<file path="config.mk">
export PLATFORM = sky130hd
export DESIGN_NAME = color_bar_timing_gen
export DESIGN_NICKNAME = d
export VERILOG_FILES = /design/src/rtl/color_bar_timing_gen_pkg.sv /design/src/rtl/color_bar_timing_gen_video_timing_counter.sv /design/src/rtl/color_bar_timing_gen.sv
export SDC_FILE = /design/constraint.sdc
export NUM_CORES = 1
export LEC_CHECK = 0
export CAP_MARGIN = 25
export CORE_MARGIN = 10
export CORE_UTILIZATION = 53
export CTS_BUF_LIST = sky130_fd_sc_hd__clkbuf_4
export CTS_CLUSTER_SIZE = 40
export DETAILED_ROUTE_END_ITERATION = 6
export GPL_ROUTABILITY_DRIVEN = 1
export PLACE_DENSITY = 0.79
export SLEW_MARGIN = 20
export SYNTH_ARGS = -nofsm -noshare
export SYNTH_HDL_FRONTEND = slang
export SYNTH_SLANG_ARGS = --single-unit
</file>
<file path="constraint.sdc">
create_clock -name pclk -period 2.2 [get_ports pclk]
set_input_delay 0.44 -clock pclk [delete_from_list [all_inputs] [get_ports pclk]]
set_output_delay 0.44 -clock pclk [all_outputs]
set_load 0.02 [all_outputs]
</file>
<file path="src/rtl/color_bar_timing_gen_pkg.sv">
// color_bar_timing_gen_pkg: shared 640x480 timing defaults, bar colours and state encoding.
package color_bar_timing_gen_pkg;

    localparam int CNT_W = 12;

    localparam int DEF_H_ACTIVE = 640;
    localparam int DEF_H_FP     = 16;
    localparam int DEF_H_SYNC   = 96;
    localparam int DEF_H_BP     = 48;
    localparam int DEF_V_ACTIVE = 480;
    localparam int DEF_V_FP     = 10;
    localparam int DEF_V_SYNC   = 2;
    localparam int DEF_V_BP     = 33;

    localparam logic [23:0] COL_WHITE   = 24'hFFFFFF;
    localparam logic [23:0] COL_YELLOW  = 24'hFFFF00;
    localparam logic [23:0] COL_CYAN    = 24'h00FFFF;
    localparam logic [23:0] COL_GREEN   = 24'h00FF00;
    localparam logic [23:0] COL_MAGENTA = 24'hFF00FF;
    localparam logic [23:0] COL_RED     = 24'hFF0000;
    localparam logic [23:0] COL_BLUE    = 24'h0000FF;
    localparam logic [23:0] COL_BLACK   = 24'h000000;

    typedef enum logic [1:0] {
        IDLE,
        RUN,
        STOPPING
    } state_t;

    function automatic logic [23:0] bar_color(input logic [2:0] idx);
        case (idx)
            3'd0:    return COL_WHITE;
            3'd1:    return COL_YELLOW;
            3'd2:    return COL_CYAN;
            3'd3:    return COL_GREEN;
            3'd4:    return COL_MAGENTA;
            3'd5:    return COL_RED;
            3'd6:    return COL_BLUE;
            default: return COL_BLACK;
        endcase
    endfunction

endpackage

</file>
<file path="src/rtl/color_bar_timing_gen_video_timing_counter.sv">
// video_timing_counter: h/v raster counters with raw (unregistered, positive-true) sync/de decode
// and line/frame end flags; counters are held at zero while i_run is low.
module video_timing_counter
    import color_bar_timing_gen_pkg::*;
#(
    parameter int H_ACTIVE = DEF_H_ACTIVE,
    parameter int H_FP     = DEF_H_FP,
    parameter int H_SYNC   = DEF_H_SYNC,
    parameter int H_BP     = DEF_H_BP,
    parameter int V_ACTIVE = DEF_V_ACTIVE,
    parameter int V_FP     = DEF_V_FP,
    parameter int V_SYNC   = DEF_V_SYNC,
    parameter int V_BP     = DEF_V_BP
) (
    input  logic             pclk,
    input  logic             rst_n,
    input  logic             i_run,
    output logic [CNT_W-1:0] o_h_cnt,
    output logic [CNT_W-1:0] o_v_cnt,
    output logic             o_hs,
    output logic             o_vs,
    output logic             o_de,
    output logic             o_h_last,
    output logic             o_frame_end
);

    localparam int H_TOTAL = H_ACTIVE + H_FP + H_SYNC + H_BP;
    localparam int V_TOTAL = V_ACTIVE + V_FP + V_SYNC + V_BP;

    logic [CNT_W-1:0] h_cnt_q, h_cnt_d;
    logic [CNT_W-1:0] v_cnt_q, v_cnt_d;
    logic             h_last, v_last;

    always_comb begin
        h_last  = h_cnt_q == CNT_W'(H_TOTAL - 1);
        v_last  = v_cnt_q == CNT_W'(V_TOTAL - 1);
        h_cnt_d = (!i_run || h_last) ? '0 : h_cnt_q + 1'b1;
        v_cnt_d = !i_run ? '0 : h_last ? (v_last ? '0 : v_cnt_q + 1'b1) : v_cnt_q;
    end

    always_ff @(posedge pclk) begin
        if (!rst_n) begin
            h_cnt_q <= '0;
            v_cnt_q <= '0;
        end else begin
            h_cnt_q <= h_cnt_d;
            v_cnt_q <= v_cnt_d;
        end
    end

    assign o_h_cnt     = h_cnt_q;
    assign o_v_cnt     = v_cnt_q;
    assign o_h_last    = h_last;
    assign o_frame_end = h_last && v_last;
    assign o_hs        = (h_cnt_q >= CNT_W'(H_ACTIVE + H_FP)) && (h_cnt_q < CNT_W'(H_ACTIVE + H_FP + H_SYNC));
    assign o_vs        = (v_cnt_q >= CNT_W'(V_ACTIVE + V_FP)) && (v_cnt_q < CNT_W'(V_ACTIVE + V_FP + V_SYNC));
    assign o_de        = (h_cnt_q < CNT_W'(H_ACTIVE)) && (v_cnt_q < CNT_W'(V_ACTIVE));

endmodule

</file>
<file path="src/rtl/color_bar_timing_gen.sv">
// color_bar_timing_gen: frame-gated 8-bar colour test-pattern video source with registered outputs.
// Define COLOR_BAR_SCROLL_EN to rotate the bars by one position per frame.
module color_bar_timing_gen
    import color_bar_timing_gen_pkg::*;
#(
    parameter int   H_ACTIVE = DEF_H_ACTIVE,
    parameter int   H_FP     = DEF_H_FP,
    parameter int   H_SYNC   = DEF_H_SYNC,
    parameter int   H_BP     = DEF_H_BP,
    parameter int   V_ACTIVE = DEF_V_ACTIVE,
    parameter int   V_FP     = DEF_V_FP,
    parameter int   V_SYNC   = DEF_V_SYNC,
    parameter int   V_BP     = DEF_V_BP,
    parameter logic HS_POL   = 1'b0,
    parameter logic VS_POL   = 1'b0
) (
    input  logic             pclk,
    input  logic             rst_n,
    input  logic             i_en,
    output logic             o_hs,
    output logic             o_vs,
    output logic             o_de,
    output logic [23:0]      o_data,
    output logic [CNT_W-1:0] o_x,
    output logic [CNT_W-1:0] o_y,
    output logic             o_busy
);

    localparam logic [CNT_W-1:0] BAR_LAST = CNT_W'(H_ACTIVE / 8 - 1);

    state_t           state_q, state_d;
    logic [CNT_W-1:0] h_cnt, v_cnt;
    logic             t_hs, t_vs, t_de, h_last, frame_end, run;
    logic [CNT_W-1:0] px_q, px_d;
    logic [2:0]       bar_q, bar_d, bar_idx;
    logic             hs_q, hs_d, vs_q, vs_d, de_q, de_d;
    logic [23:0]      data_q, data_d;
    logic [CNT_W-1:0] x_q, x_d, y_q, y_d;

    assign run = state_q != IDLE;

    video_timing_counter #(
        .H_ACTIVE (H_ACTIVE),
        .H_FP     (H_FP),
        .H_SYNC   (H_SYNC),
        .H_BP     (H_BP),
        .V_ACTIVE (V_ACTIVE),
        .V_FP     (V_FP),
        .V_SYNC   (V_SYNC),
        .V_BP     (V_BP)
    ) u_timing (
        .pclk        (pclk),
        .rst_n       (rst_n),
        .i_run       (run),
        .o_h_cnt     (h_cnt),
        .o_v_cnt     (v_cnt),
        .o_hs        (t_hs),
        .o_vs        (t_vs),
        .o_de        (t_de),
        .o_h_last    (h_last),
        .o_frame_end (frame_end)
    );

    // RUN and STOPPING differ only in what happens at the frame end, so they share one rule.
    always_comb begin
        state_d = state_q;
        case (state_q)
            IDLE:          state_d = i_en ? RUN : IDLE;
            RUN, STOPPING: state_d = i_en ? RUN : (frame_end ? IDLE : STOPPING);
            default:       state_d = IDLE;
        endcase
    end

    always_comb begin
        px_d  = (!run || h_last || px_q == BAR_LAST) ? '0 : px_q + 1'b1;
        bar_d = (!run || h_last) ? 3'd0 : (px_q == BAR_LAST) ? bar_q + 3'd1 : bar_q;
    end

`ifdef COLOR_BAR_SCROLL_EN
    logic [2:0] frame_q, frame_d;

    always_comb begin
        frame_d = (state_d == IDLE) ? 3'd0 : (run && frame_end) ? frame_q + 3'd1 : frame_q;
    end

    always_ff @(posedge pclk) begin
        if (!rst_n) begin
            frame_q <= 3'd0;
        end else begin
            frame_q <= frame_d;
        end
    end

    assign bar_idx = bar_q + frame_q;
`else
    assign bar_idx = bar_q;
`endif

    always_comb begin
        de_d   = run && t_de;
        hs_d   = (run && t_hs) ? HS_POL : ~HS_POL;
        vs_d   = (run && t_vs) ? VS_POL : ~VS_POL;
        data_d = de_d ? bar_color(bar_idx) : 24'h0;
        x_d    = de_d ? h_cnt : x_q;
        y_d    = de_d ? v_cnt : y_q;
    end

    always_ff @(posedge pclk) begin
        if (!rst_n) begin
            state_q <= IDLE;
            px_q    <= '0;
            bar_q   <= 3'd0;
            hs_q    <= ~HS_POL;
            vs_q    <= ~VS_POL;
            de_q    <= 1'b0;
            data_q  <= 24'h0;
            x_q     <= '0;
            y_q     <= '0;
        end else begin
            state_q <= state_d;
            px_q    <= px_d;
            bar_q   <= bar_d;
            hs_q    <= hs_d;
            vs_q    <= vs_d;
            de_q    <= de_d;
            data_q  <= data_d;
            x_q     <= x_d;
            y_q     <= y_d;
        end
    end

    assign o_hs   = hs_q;
    assign o_vs   = vs_q;
    assign o_de   = de_q;
    assign o_data = data_q;
    assign o_x    = x_q;
    assign o_y    = y_q;
    assign o_busy = run;

endmodule
</file>
==> results.md, run 1 <==
| Quantity | This run |
|:---|:---|
| DIE AREA | 9720 µm² |
| Flip-flop cell with the highest count after synthesis | sky130_fd_sc_hd__dfxtp_1 |
| Total routing usage reported by global routing | 0.146 |
| Max Freq | 507 MHz |
| Instance count of the mapped netlist | 358 |
| Number of ports placed on the die boundary | 55 |
| Number of iterations in the first detailed-routing pass | 4 |
| Core Area | 5960 µm² |
| Initial antenna violation count | 0 |
| Average wire per cell in the routed design | 15.0 µm |
| Capturing element type of the critical path | flip-flop |
| Class of the most critical hold timing path | reg2reg |
| Count of final setup violators | 0 |
| Run status | completed |
| Maximum cell stage delay along the critical path | 450 ps |
| Area share of and/or/nand/nor cells after synthesis | 0.260 |
| Share of the synthesized area in compound gates (AO/OA/AOI/OAI) | 0.0489 |
| Static Leakage | 0.00146 µW |
| Yosys Warn Count | 0 |
| Endpoint of the lowest-slack register-to-register path | u_timing.o_v_cnt[5] |
| Number of levels the H-tree was split into | 3 |
| Count of antenna-violating nets left after detailed routing | 0 |
| Residual DRC count | 0 |
| Pwr dens | 608 nW/µm² |
| Die extent in y | 98.6 µm |
| Post-route clock period utilization | 0.896 |
| Signal arrival time at the worst endpoint | 2280 ps |
| Total wire length | 7010 µm |
| Fraction of synthesis flops using an asynchronous set or reset pin | 0 |
| Initial DRC Count | 143 |
| Deepest clock path buffer count | 2 |
| Placer congestion estimate | 0.883 |
| Final Critical Period | 1970 ps |
| Critical Path Source Type | flip-flop |
| Total number of clock tree sinks | 71 |
| Net Count, Synth | 373 |
| Total CTS buffers | 9 |
| Width of the die | 98.6 µm |
| Critical path's slowest cell | sky130_fd_sc_hd__and4_1 |
| Sum of buffers and inverters on the critical path | 0 |
| End point of the most critical hold path | bar_idx[2] |
| Number of pins exceeding their max-slew limit in the final report | 0 |
| Crit path max fanout | 8 |
| Largest net degree at the start of global routing | 24 |
| Vias in the first global route | 2,527 |
| Number of failing hold endpoints at the final stage | 0 |
| Antenna Diode Count | 0 |
| Top Family by Delay on Critical Path | simple AND/OR/NAND/NOR gates |
| Mux contribution to synthesized area | 0.0611 |
| Cell occurring most often along the worst timing path | sky130_fd_sc_hd__and4_1 |
| Share of post-route cells with drive strength above 1 | 0.0712 |
| Main combinational cell family by area after synthesis | simple AND/OR/NAND/NOR gates |
| Startpoint of the most critical register-to-register path | u_timing.o_h_cnt[0] |
| Worst min-delay path startpoint | bar_idx[2] |
| MaxCap Viol Count | 0 |
| FP Rows | 28 |
| Global-route wire length before repair | 12,100 µm |
| Start-to-end type of the worst setup path | reg2reg |
| Transition at the pin with the smallest max-transition slack | 453 ps |
| Number of distinct library cell variants in the gate-level netlist after synthesis | 36 |
| Max rail drop VDD | 0.000382 V |
| DP Area | 3680 µm² |
| Hold Path Stages | 2 |
| Critical path cell sequence | ha_1, and4_1, and4_1, a31oi_1, a311oi_2 |
| Post-route cell area | 3820 µm² |
| Global route overflow | 0 |
| Critical path required time | 2510 ps |
| Post-synthesis to final-layout area growth | 16.5% |
| Max Clock Skew | 10.8 ps |
| Number of synthesized register bits | 71 |
| Vias per Instance | 5.36 |
| Post-CTS clock slew at the launch and capture registers of the worst setup and hold paths | 120 ps |
| Buffers on Ports | 54 |
| Root Driver | sky130_fd_sc_hd__clkbuf_4 |
| Via count of the routed design | 2,508 |
| DPL Wire Length | 5040 µm |
| Number of synthesized flops with an enable pin | 0 |
| Register-to-register setup slack | 230 ps |
| Share of synthesized cell area in full adder, half adder and majority cells | 0.0458 |
| Final core utilization | 0.641 |
| Depth of the worst register-to-register path | 5 |
| Power Total | 2320 µW |
| Avg Synthesized Cell Area | 9.15 µm² |
| Area share of xor/xnor cells in the synthesized design | 0.0535 |
| Sequential area share after synthesis | 0.434 |
| Area of the mapped netlist | 3280 µm² |
| Post-CTS Hold Fix Bufs | 0 |
| Clock Latency Late Sink | 400 ps |
| Fin nets | 403 |
| Starting density of the core | 0.550 |
| Unrepaired setup endpoints after global routing | false |
| Total negative slack for setup checks | 0 ps |
| Clock tree from TritonCTS | built |
| Remaining max-slew budget at the tightest pin | 0.697 |
| Worst hold slack | 461 ps |
worst max-delay path by stage:
stage               slack (ps)           startpoint  cells after the start              endpoint
CTS                        220           o_data[22]                      1            o_data[23]
finish                     230  u_timing.o_h_cnt[0]                      5   u_timing.o_v_cnt[5]
floorplan                  640  u_timing.o_h_cnt[0]                      6               px_q[2]
global placement           170                rst_n                      6  u_timing.o_h_cnt[11]
global route               120  u_timing.o_h_cnt[0]                      5  u_timing.o_v_cnt[10]
detailed placement         120                rst_n                      6               px_q[8]
logic make-up (layout without fill, tap and decap cells):
group / Yosys count / in the layout
DFF: 71 / 71
and+or+nand+nor: 154 / 154
xor gates and xnor gates: 20 / 20
AOI/OAI and AO/OA: 28 / 28
muxes: 20 / 20
buffers and inverters: 53 / 88
adders and majority gates: 12 / 12
worst register-to-register path, stage by stage, from the launching register on:
cell and delay [ps]:
sky130_fd_sc_hd__dfxtp_1 440, sky130_fd_sc_hd__ha_1 240, sky130_fd_sc_hd__and4_1 300, sky130_fd_sc_hd__and4_1 450, sky130_fd_sc_hd__a31oi_1 170, sky130_fd_sc_hd__a311oi_2 270
routing by layer:
layer / up-vias / global-route usage / part of all wire
li1: 1264 / - / -
met1: 1168 / 0.175 / 0.44
met2: 65 / 0.247 / 0.49
met3: 11 / 0.0328 / 0.051
met4: 0 / 0.0595 / 0.019
met5: - / 0 / 0
cell usage after synthesis (2+ instances only):
cell type / number / share of area
sky130_fd_sc_hd__and4_1: 9 / 0.024
sky130_fd_sc_hd__inv_1: 13 / 0.015
sky130_fd_sc_hd__o21ai_0: 5 / 0.0076
sky130_fd_sc_hd__or3_1: 9 / 0.017
sky130_fd_sc_hd__and3_1: 10 / 0.019
sky130_fd_sc_hd__buf_2: 11 / 0.017
sky130_fd_sc_hd__o22ai_1: 6 / 0.011
sky130_fd_sc_hd__xor2_1: 16 / 0.043
sky130_fd_sc_hd__buf_6: 2 / 0.0069
sky130_fd_sc_hd__buf_4: 24 / 0.055
sky130_fd_sc_hd__dfxtp_1: 71 / 0.43
sky130_fd_sc_hd__nand3_1: 17 / 0.026
sky130_fd_sc_hd__nor4b_4: 2 / 0.015
sky130_fd_sc_hd__nor3_1: 6 / 0.0092
sky130_fd_sc_hd__nor2_1: 53 / 0.061
sky130_fd_sc_hd__a21oi_1: 14 / 0.021
sky130_fd_sc_hd__nand4_1: 11 / 0.021
sky130_fd_sc_hd__clkbuf_1: 3 / 0.0034
sky130_fd_sc_hd__nand4b_1: 2 / 0.0053
sky130_fd_sc_hd__mux2i_1: 20 / 0.061
sky130_fd_sc_hd__and2_1: 2 / 0.0038
sky130_fd_sc_hd__nand2_1: 23 / 0.026
sky130_fd_sc_hd__xnor2_1: 4 / 0.011
sky130_fd_sc_hd__ha_1: 12 / 0.046
sky130_fd_sc_hd__a31oi_1: 2 / 0.0038
cell type report:
cell class	instances	area, µm²
clock inverter	7	71.3
timing repair buffer	59	577
tap	75	93.8
fill	518	2140
multi-input combinational	234	1540
sequential	71	1420
inverter	13	48.8
clock buffer	9	67.6
stage by stage:
step / setup WS [ps] / instances
after global placement: 174 / 452
after floorplan: 639 / 358
after CTS: 216 / 468
after global routing: 117 / 468
after detailed placement: 122 / 452
final: 229 / 468
placed cells by master (no fill, tap or decap), types with 2 or more instances in the layout:
master                            instances
sky130_fd_sc_hd__dfxtp_1                 71
sky130_fd_sc_hd__nor2_1                  53
sky130_fd_sc_hd__clkdlybuf4s50_1         53
sky130_fd_sc_hd__nand2_1                 23
sky130_fd_sc_hd__mux2i_1                 20
sky130_fd_sc_hd__nand3_1                 17
sky130_fd_sc_hd__xor2_1                  16
sky130_fd_sc_hd__a21oi_1                 14
sky130_fd_sc_hd__inv_1                   13
sky130_fd_sc_hd__ha_1                    12
sky130_fd_sc_hd__nand4_1                 11
sky130_fd_sc_hd__and3_1                  10
sky130_fd_sc_hd__and4_1                   9
sky130_fd_sc_hd__or3_1                    9
sky130_fd_sc_hd__clkbuf_4                 9
sky130_fd_sc_hd__nor3_1                   6
sky130_fd_sc_hd__o22ai_1                  6
sky130_fd_sc_hd__o21ai_0                  5
sky130_fd_sc_hd__buf_4                    5
sky130_fd_sc_hd__xnor2_1                  4
sky130_fd_sc_hd__nor4b_4                  2
sky130_fd_sc_hd__and2_1                   2
sky130_fd_sc_hd__a31oi_1                  2
sky130_fd_sc_hd__nand4b_1                 2
sky130_fd_sc_hd__clkinvlp_4               2
what timing repair did:
action	4_1_cts	5_1_grt
endpoints found under the setup margin	1	0
gates resized for setup	1	0
buffers inserted	0	0
flip-flops by register name, summed over array words and instances (netlist names):
| register | cells |
|---|---|
| o_x | 12 |
| o_y | 12 |
| px_q | 12 |
| u_timing.o_h_cnt | 12 |
| u_timing.o_v_cnt | 12 |
| bar_idx | 3 |
| o_data | 3 |
| state_q | 2 |
| o_de | 1 |
| o_hs | 1 |
| o_vs | 1 |
where the power goes:
group          internal, µW  switching (µW)
sequential             1300            10.9
clock                   346             474
combinational          81.6             111
No activity file was read; power rests on OpenSTA's default activity.
==> inputs of run 2 (changes only) <==
--- a/config.mk
+++ b/config.mk
@@ -5,14 +5,17 @@
 export SDC_FILE = /design/constraint.sdc
 export NUM_CORES = 1
 export LEC_CHECK = 0
+export ABC_CLOCK_PERIOD_IN_PS = 2200
 export CAP_MARGIN = 25
+export CELL_PAD_IN_SITES_DETAIL_PLACEMENT = 1
+export CELL_PAD_IN_SITES_GLOBAL_PLACEMENT = 1
 export CORE_MARGIN = 10
-export CORE_UTILIZATION = 53
+export CORE_UTILIZATION = 42
 export CTS_BUF_LIST = sky130_fd_sc_hd__clkbuf_4
 export CTS_CLUSTER_SIZE = 40
 export DETAILED_ROUTE_END_ITERATION = 6
 export GPL_ROUTABILITY_DRIVEN = 1
-export PLACE_DENSITY = 0.79
+export PLACE_DENSITY = 0.82
 export SLEW_MARGIN = 20
 export SYNTH_ARGS = -nofsm -noshare
 export SYNTH_HDL_FRONTEND = slang
==> results.md, run 2 (synthesis results as in run 1) <==
| Quantity | This run |
|:---|:---|
| Run status | completed |
| Root Driver | sky130_fd_sc_hd__clkbuf_4 |
| Maximum cell stage delay along the critical path | 430 ps |
| Top Family by Delay on Critical Path | simple AND/OR/NAND/NOR gates |
| PnR worst setup slack | 163 ps |
| Commonest non-fill, non-tap cell in the layout | sky130_fd_sc_hd__dfxtp_1 |
| Start-to-end type of the worst setup path | reg2reg |
| Number of iterations in the first detailed-routing pass | 4 |
| Die extent in y | 108 µm |
| Max Freq | 491 MHz |
| Clock Latency Late Sink | 420 ps |
| Remaining max-slew budget at the tightest pin | 0.699 |
| Post-synthesis to final-layout area growth | 18.2% |
| Post-CTS clock slew at the launch and capture registers of the worst setup and hold paths | 130 ps |
| Pwr dens | 605 nW/µm² |
| Total negative slack for setup checks | 0 ps |
| Global route overflow | 0 |
| Critical path cell sequence | ha_1, and4_1, nand4_1, buf_4, a21oi_1, o22ai_1 |
| Unrepaired setup endpoints after global routing | false |
| Number of pins exceeding their max-slew limit in the final report | 0 |
| Initial antenna violation count | 0 |
| Buffers on Ports | 54 |
| Commonest cells after routing, fill and taps aside | sky130_fd_sc_hd__dfxtp_1 (71), sky130_fd_sc_hd__nor2_1 (53), sky130_fd_sc_hd__clkdlybuf4s50_1 (53) |
| FP Rows | 32 |
| Vias per Instance | 5.27 |
| MaxCap Viol Count | 0 |
| Final Critical Period | 2040 ps |
| Critical Path Source Type | flip-flop |
| Sum of buffers and inverters on the critical path | 1 |
| Core Area | 7650 µm² |
| Critical path required time | 2500 ps |
| Via count of the routed design | 2,614 |
| Count of antenna-violating nets left after detailed routing | 0 |
| Total wire length | 8120 µm |
| Initial DRC Count | 69 |
| Starting density of the core | 0.428 |
| DP Area | 3730 µm² |
| Transition at the pin with the smallest max-transition slack | 451 ps |
| Global-route wire length before repair | 13,600 µm |
| Total routing usage reported by global routing | 0.144 |
| Total number of clock tree sinks | 71 |
| DPL Wire Length | 5910 µm |
| Deepest clock path buffer count | 2 |
| Share of post-route cells with drive strength above 1 | 0.0736 |
| Post-CTS Hold Fix Bufs | 0 |
| Placer congestion estimate | 0.832 |
| Signal arrival time at the worst endpoint | 2340 ps |
| Number of ports placed on the die boundary | 55 |
| Average wire per cell in the routed design | 16.4 µm |
| Width of the die | 108 µm |
| Post-route clock period utilization | 0.926 |
| Static Leakage | 0.00147 µW |
| Post-Place Setup Slack | 111 ps |
| Number of levels the H-tree was split into | 3 |
| Antenna Diode Count | 0 |
| Post-cts repair resize count | 1 |
| Vias in the first global route | 2,741 |
| Count of final setup violators | 0 |
| Post-CTS setup buffers | 0 |
| Post-route cell area | 3870 µm² |
| Max Clock Skew | 21.2 ps |
| Largest net degree at the start of global routing | 25 |
| Residual DRC count | 0 |
| Class of the most critical hold timing path | reg2reg |
| Worst hold slack | 476 ps |
| Fin nets | 404 |
| Number of failing hold endpoints at the final stage | 0 |
| Capturing element type of the critical path | flip-flop |
| Critical path's slowest cell | sky130_fd_sc_hd__dfxtp_1 |
| Crit path max fanout | 8 |
| DIE AREA | 11,700 µm² |
| Clock tree from TritonCTS | built |
| Total CTS buffers | 9 |
| Power Total | 2340 µW |
| Max rail drop VDD | 0.000287 V |
[run 2: cell count changes in the layout (fill, tap and decap cells not counted), sizes merged]
cell      previous run  this run
buf                  5         6
inv                 14        13
clkbuf               9        11
clkinvlp             2         1
[run 2: power breakdown]
group          internal, µW  switching, µW
Sequential             1300           11.3
Clock                   373            459
Combinational          87.3            116
Total                  1750            586
[run 2: routing by layer]
layer | global-route usage | vias to the layer above | routed length, µm
met5 | 0 | - | 0
met4 | 0.0508 | 0 | 142
met3 | 0.0464 | 14 | 302
met2 | 0.260 | 42 | 4440
met1 | 0.154 | 1288 | 3240
li1 | - | 1270 | -
[run 2: layout make-up]
class,count,area (µm²)
clock buffer,11,82.6
clock inverter,5,58.8
fill,876,3770
inverter,13,48.8
multi-input combinational,234,1540
sequential,71,1420
tap,102,128
timing repair buffer,60,597
[run 2: worst paths after layout]
path                  startpoint             endpoint  slack, ps  depth (start not counted)
min reg2reg           bar_idx[2]           bar_idx[2]        480                          2
max          u_timing.o_h_cnt[0]  u_timing.o_v_cnt[3]        160                          6
min                   bar_idx[2]           bar_idx[2]        480                          2
max reg2reg  u_timing.o_h_cnt[0]  u_timing.o_v_cnt[3]        160                          6
[run 2: metrics by stage]
step,cells,util
2_1_floorplan,358,-
3_3_place_gp,480,0.488
3_5_place_dp,480,0.488
4_1_cts,496,0.506
5_1_grt,496,0.506
6_report,496,0.506
[run 2: tightest hold or removal path: stages (launching register included)]
cell and delay, ps:
sky130_fd_sc_hd__dfxtp_1 330, sky130_fd_sc_hd__nand2_1 60, sky130_fd_sc_hd__a21oi_1 50
==> variant 1 (flow settings as in run 2) <==
The option `COLOR_BAR_SCROLL_EN` is turned on by a define.
--- a/src/rtl/color_bar_timing_gen.sv
+++ b/src/rtl/color_bar_timing_gen.sv
@@ -1,5 +1,7 @@
 // color_bar_timing_gen: frame-gated 8-bar colour test-pattern video source with registered outputs.
 // Define COLOR_BAR_SCROLL_EN to rotate the bars by one position per frame.
+`define COLOR_BAR_SCROLL_EN
+
 module color_bar_timing_gen
     import color_bar_timing_gen_pkg::*;
 #(
Behaviour: no difference found for any inputs over 10 cycles, from zero or initial values and one cycle with rst_n low; that may be too few to reach the edited logic, so the function may still have changed.
==> variant 1 against run 2 <==
  * Critical path depth is 2 lower
  * Combinational power fell by 5%
  * Total power up 8.1%
  * Register-to-register slack gained 0.04 ns
  * Synthesized area rose by 4.3%
  * Sequential cell count grew 3
  * Final area up 5.0%
  * Routed wire length increased by 13%
  * Critical endpoint is now o_busy
  * Worst setup slack got worse by 0.036 ns
==> variant 1: results (changes against run 2) <==
DP HPWL=6670 µm (+13%); Cell variety after synth=45 (+25%); Hold Path Depth=1 (-1); Post-synth top cells=dfxtp_1, nor2_1, nand3_1, a21oi_1, o21ai_0; met2 Use GR=27.4% (+1.4 points); vias per inst=5.59 (+6.1%); Root Buffer=clkbuf_4; GPL Wtd Cong=0.830 (-0.20%); mux contribution to synthesized area=0.293% (-5.8 points); leak pwr=1.38 nW (-6.4%); Worst Path Arrival=1.63 ns (-0.71 ns); wire length per cell=17.2 µm (+5.2%); Area contributors post-synth=dfxtp_1, nand3_1, buf_4; maximum vdd drop=0.343 mV (+20%); routing usage on met3=3.13% (-1.5 points); Synth Net Count=407 (+9.1%); status=finished, final reports clean; DP Area=0.00390 mm² (+4.5%); grt met1 use=19.1% (+3.8 points); WHS Endpoint=px_q[0]; Slowest cell on crit path=dlygate4sd2_1; Seq/Total Area, Yosys=43.4% (about the same); largest net degree at the start of global routing=21 (-16%); min-delay src=px_q[0]; RR Endpoint=px_q[4]; met2 WL post-DR=4840 µm (+9.0%); compound-gate portion of the synthesized area=10.6% (+5.7 points); Nets=440 (+8.9%); Post-Syn Instances=393 (+9.8%); wl on met1=3900 µm (+20%); Met3 Wirelength=330 µm (+9.3%); first-pass GRT wire length=15400 µm (+13%); reg2reg setup slack=0.20 ns (+0.04 ns); layout cells sized above 1=7.89% (+0.53 points); number of global-route vias before repair=3036 (+11%); Placed Cells=517 (+7.7%); Crit path largest cell delay=0.35 ns (-0.08 ns); final WL=9180 µm (+13%); Worst-Margin Slew=0.658 ns (+0.208 ns); gr usage total=15.8% (+1.4 points); xor and xnor area share after synthesis=6.41% (+1.1 points); pre-CTS setup slack=-0.0156 ns (-0.126 ns); Clock Skew=0.0209 ns (-0.000366 ns); reg2reg path depth=5 (-1); clk slew on worst S/H paths=0.12 ns; initial DRC count=135 (+96%)
## variant 1: cell count changes after synthesis, sizes merged, moves of 7 or more
cell   delta
a21oi    +16
buf       -7
mux2i    -19
nand2     -8
nand3    +19
nor2     -12
o21ai    +24
xnor2    +11
## variant 1: how the worst max path moves through the flow
| stage | to | start | depth (start not counted) | slack [ns] |
|---|---|---|---|---|
| after floorplan | u_timing.o_v_cnt[9] | u_timing.o_h_cnt[0] | 5 | 0.57 |
| after global placement | px_q[4] | rst_n | 6 | 0.16 |
| after detailed placement | px_q[4] | rst_n | 6 | -0.02 |
| after CTS | o_busy | state_q[0] | 4 | 0.10 |
| after global routing | px_q[3] | u_timing.o_h_cnt[0] | 5 | 0.006 |
| final | o_busy | state_q[1] | 4 | 0.13 |
## variant 1: cell type report
| class | instances | area [µm²] |
|---|---|---|
| clock buffer | 10 | 75.1 |
| tap | 102 | 128 |
| fill | 926 | 3740 |
| sequential | 74 | 1480 |
| timing repair buffer | 61 | 592 |
| multi-input combinational | 266 | 1650 |
| inverter | 14 | 52.6 |
| clock inverter | 6 | 90.1 |
## variant 1: power breakdown
| group | leakage [nW] | total, mW | switching, mW | internal [mW] |
|---|---|---|---|---|
| logic | 0.693 | 0.192 | 0.122 | 0.0698 |
| clock network | 0.0870 | 0.979 | 0.502 | 0.477 |
| registers | 0.597 | 1.36 | 0.0104 | 1.35 |
| total | 1.38 | 2.53 | 0.634 | 1.90 |
## variant 1: stage by stage
stage               power, mW  utilization (%)  hold slack [ns]
finish                   2.53             52.1            0.460
global route             2.63             52.1            0.499
CTS                      2.55             52.1            0.467
detailed placement       1.58             50.0            0.437
global placement         1.58             50.0            0.425
floorplan                1.52                -            0.418
==> variant 2 (flow settings as in run 2) <==
Made on the original files. Re-encode `state_t` (3 states) as one-hot, 3 bits wide.
--- a/src/rtl/color_bar_timing_gen_pkg.sv
+++ b/src/rtl/color_bar_timing_gen_pkg.sv
@@ -21,10 +21,10 @@
     localparam logic [23:0] COL_BLUE    = 24'h0000FF;
     localparam logic [23:0] COL_BLACK   = 24'h000000;
 
-    typedef enum logic [1:0] {
-        IDLE,
-        RUN,
-        STOPPING
+    typedef enum logic [2:0] {
+        IDLE     = 3'b001,
+        RUN      = 3'b010,
+        STOPPING = 3'b100
     } state_t;
 
     function automatic logic [23:0] bar_color(input logic [2:0] idx);
Behaviour: same outputs for any inputs over 10 cycles, from zero or initial values and one cycle with rst_n low; not proved beyond that.
==> variant 2 against run 2 <==
  * Final cell count grew 5.4%
  * Sequential cell count rose by 1
  * Non-clock buffer count is 7 higher
  * Worst hold slack got worse by 0.0072 ns
  * Final area is 3.2% higher
  * Routed wire length up 5.0%
  * Synthesized area up 1.6%
  * Total power rose by 7.9%
  * Global-route usage is 0.81 points higher
  * Via count rose by 7.7%
  * Worst setup slack improved by 0.052 ns
==> variant 2: results (changes against run 2) <==
status=finished, final reports clean; compound-gate portion of the synthesized area=11.2% (+6.4 points); gr usage total=15.2% (+0.81 points); Worst Path Arrival=1.55 ns (-0.79 ns); Seq/Total Area, Yosys=43.3% (-0.067 points); DP Area=0.00383 mm² (+2.7%); GPL Wtd Cong=0.821 (-1.2%); leak pwr=1.37 nW (-6.5%); DP HPWL=6450 µm (+9.2%); Filler cells=896 (+2.3%); layout cells sized above 1=9.50% (+2.1 points); xor and xnor area share after synthesis=6.58% (+1.2 points); final WL=8530 µm (+5.0%); Cell variety after synth=45 (+25%); Post-synth top cells=dfxtp_1, nor2_1, nand3_1, a21oi_1, o21ai_0; Clock Skew=0.0248 ns (+0.00356 ns); relative slew slack=69.3% (-0.54 points); wl on met1=3710 µm (+15%); Top delay family on crit path=buffers and inverters; reg2reg setup slack=0.24 ns (+0.08 ns); largest net degree at the start of global routing=21 (-16%); number of global-route vias before repair=2946 (+7.5%); Met3 Wirelength=489 µm (+62%); vias per inst=5.38 (+2.1%); pre-CTS setup slack=0.257 ns (+0.146 ns); mux contribution to synthesized area=0.301% (-5.8 points)
variant 2: final timing paths:
| kind | from | endpoint | depth (start not counted) |
|---|---|---|---|
| worst min register to register | bar_idx[2] | bar_idx[2] | 2 |
| worst min-delay path | bar_idx[2] | bar_idx[2] | 2 |
| worst max register to register | u_timing.o_h_cnt[0] | u_timing.o_h_cnt[5] | 5 |
| worst max-delay path | o_data[15] | o_data[12] | 1 |
variant 2: what timing repair did:
action / CTS / global route
pin swaps: 0 / 0
gates resized for setup: 1 / 1
hold endpoints to repair: 0 / 0
endpoints found under the setup margin: 1 / 1
variant 2: area by class of cell:
class,instances,share of cell area [%]
multi-input cells,252,39.5
flip-flops and latches,72,36.1
repair buffers,67,16.0
well taps,102,3.19
clock inverters,7,2.16
clock buffers,9,1.69
inverters,14,1.32
variant 2: report_power, final:
part           internal (mW)  switching (mW)
Combinational         0.0994           0.153
Sequential              1.32          0.0186
Clock                  0.452           0.485
Total                   1.87           0.657
variant 2: cell families after synthesis:
family,Yosys count
buffers and inverters,52
multiplexers,1
adder cells (fa/ha/maj),10
flip-flops,72
AND/OR/NAND/NOR,149
XOR/XNOR,25
AO/OA/AOI/OAI,67
variant 2: stage by stage:
stage / hold slack (ns) / power [mW] / utilization, % / cells
3_5_place_dp: 0.455 / 1.62 / 49.6 / 507
6_report: 0.469 / 2.53 / 51.7 / 523
5_1_grt: 0.496 / 2.62 / 51.7 / 523
3_3_place_gp: 0.441 / 1.61 / 49.6 / 507
4_1_cts: 0.472 / 2.55 / 51.7 / 523
2_1_floorplan: 0.430 / 1.54 / - / 376
variant 2: metal layers:
layer / GRT usage (%) / up-vias
met2: 26.0 / 67
met4: 5.46 / 0
met1: 18.2 / 1360
met3: 3.60 / 13
met5: 0 / -
li1: - / 1374
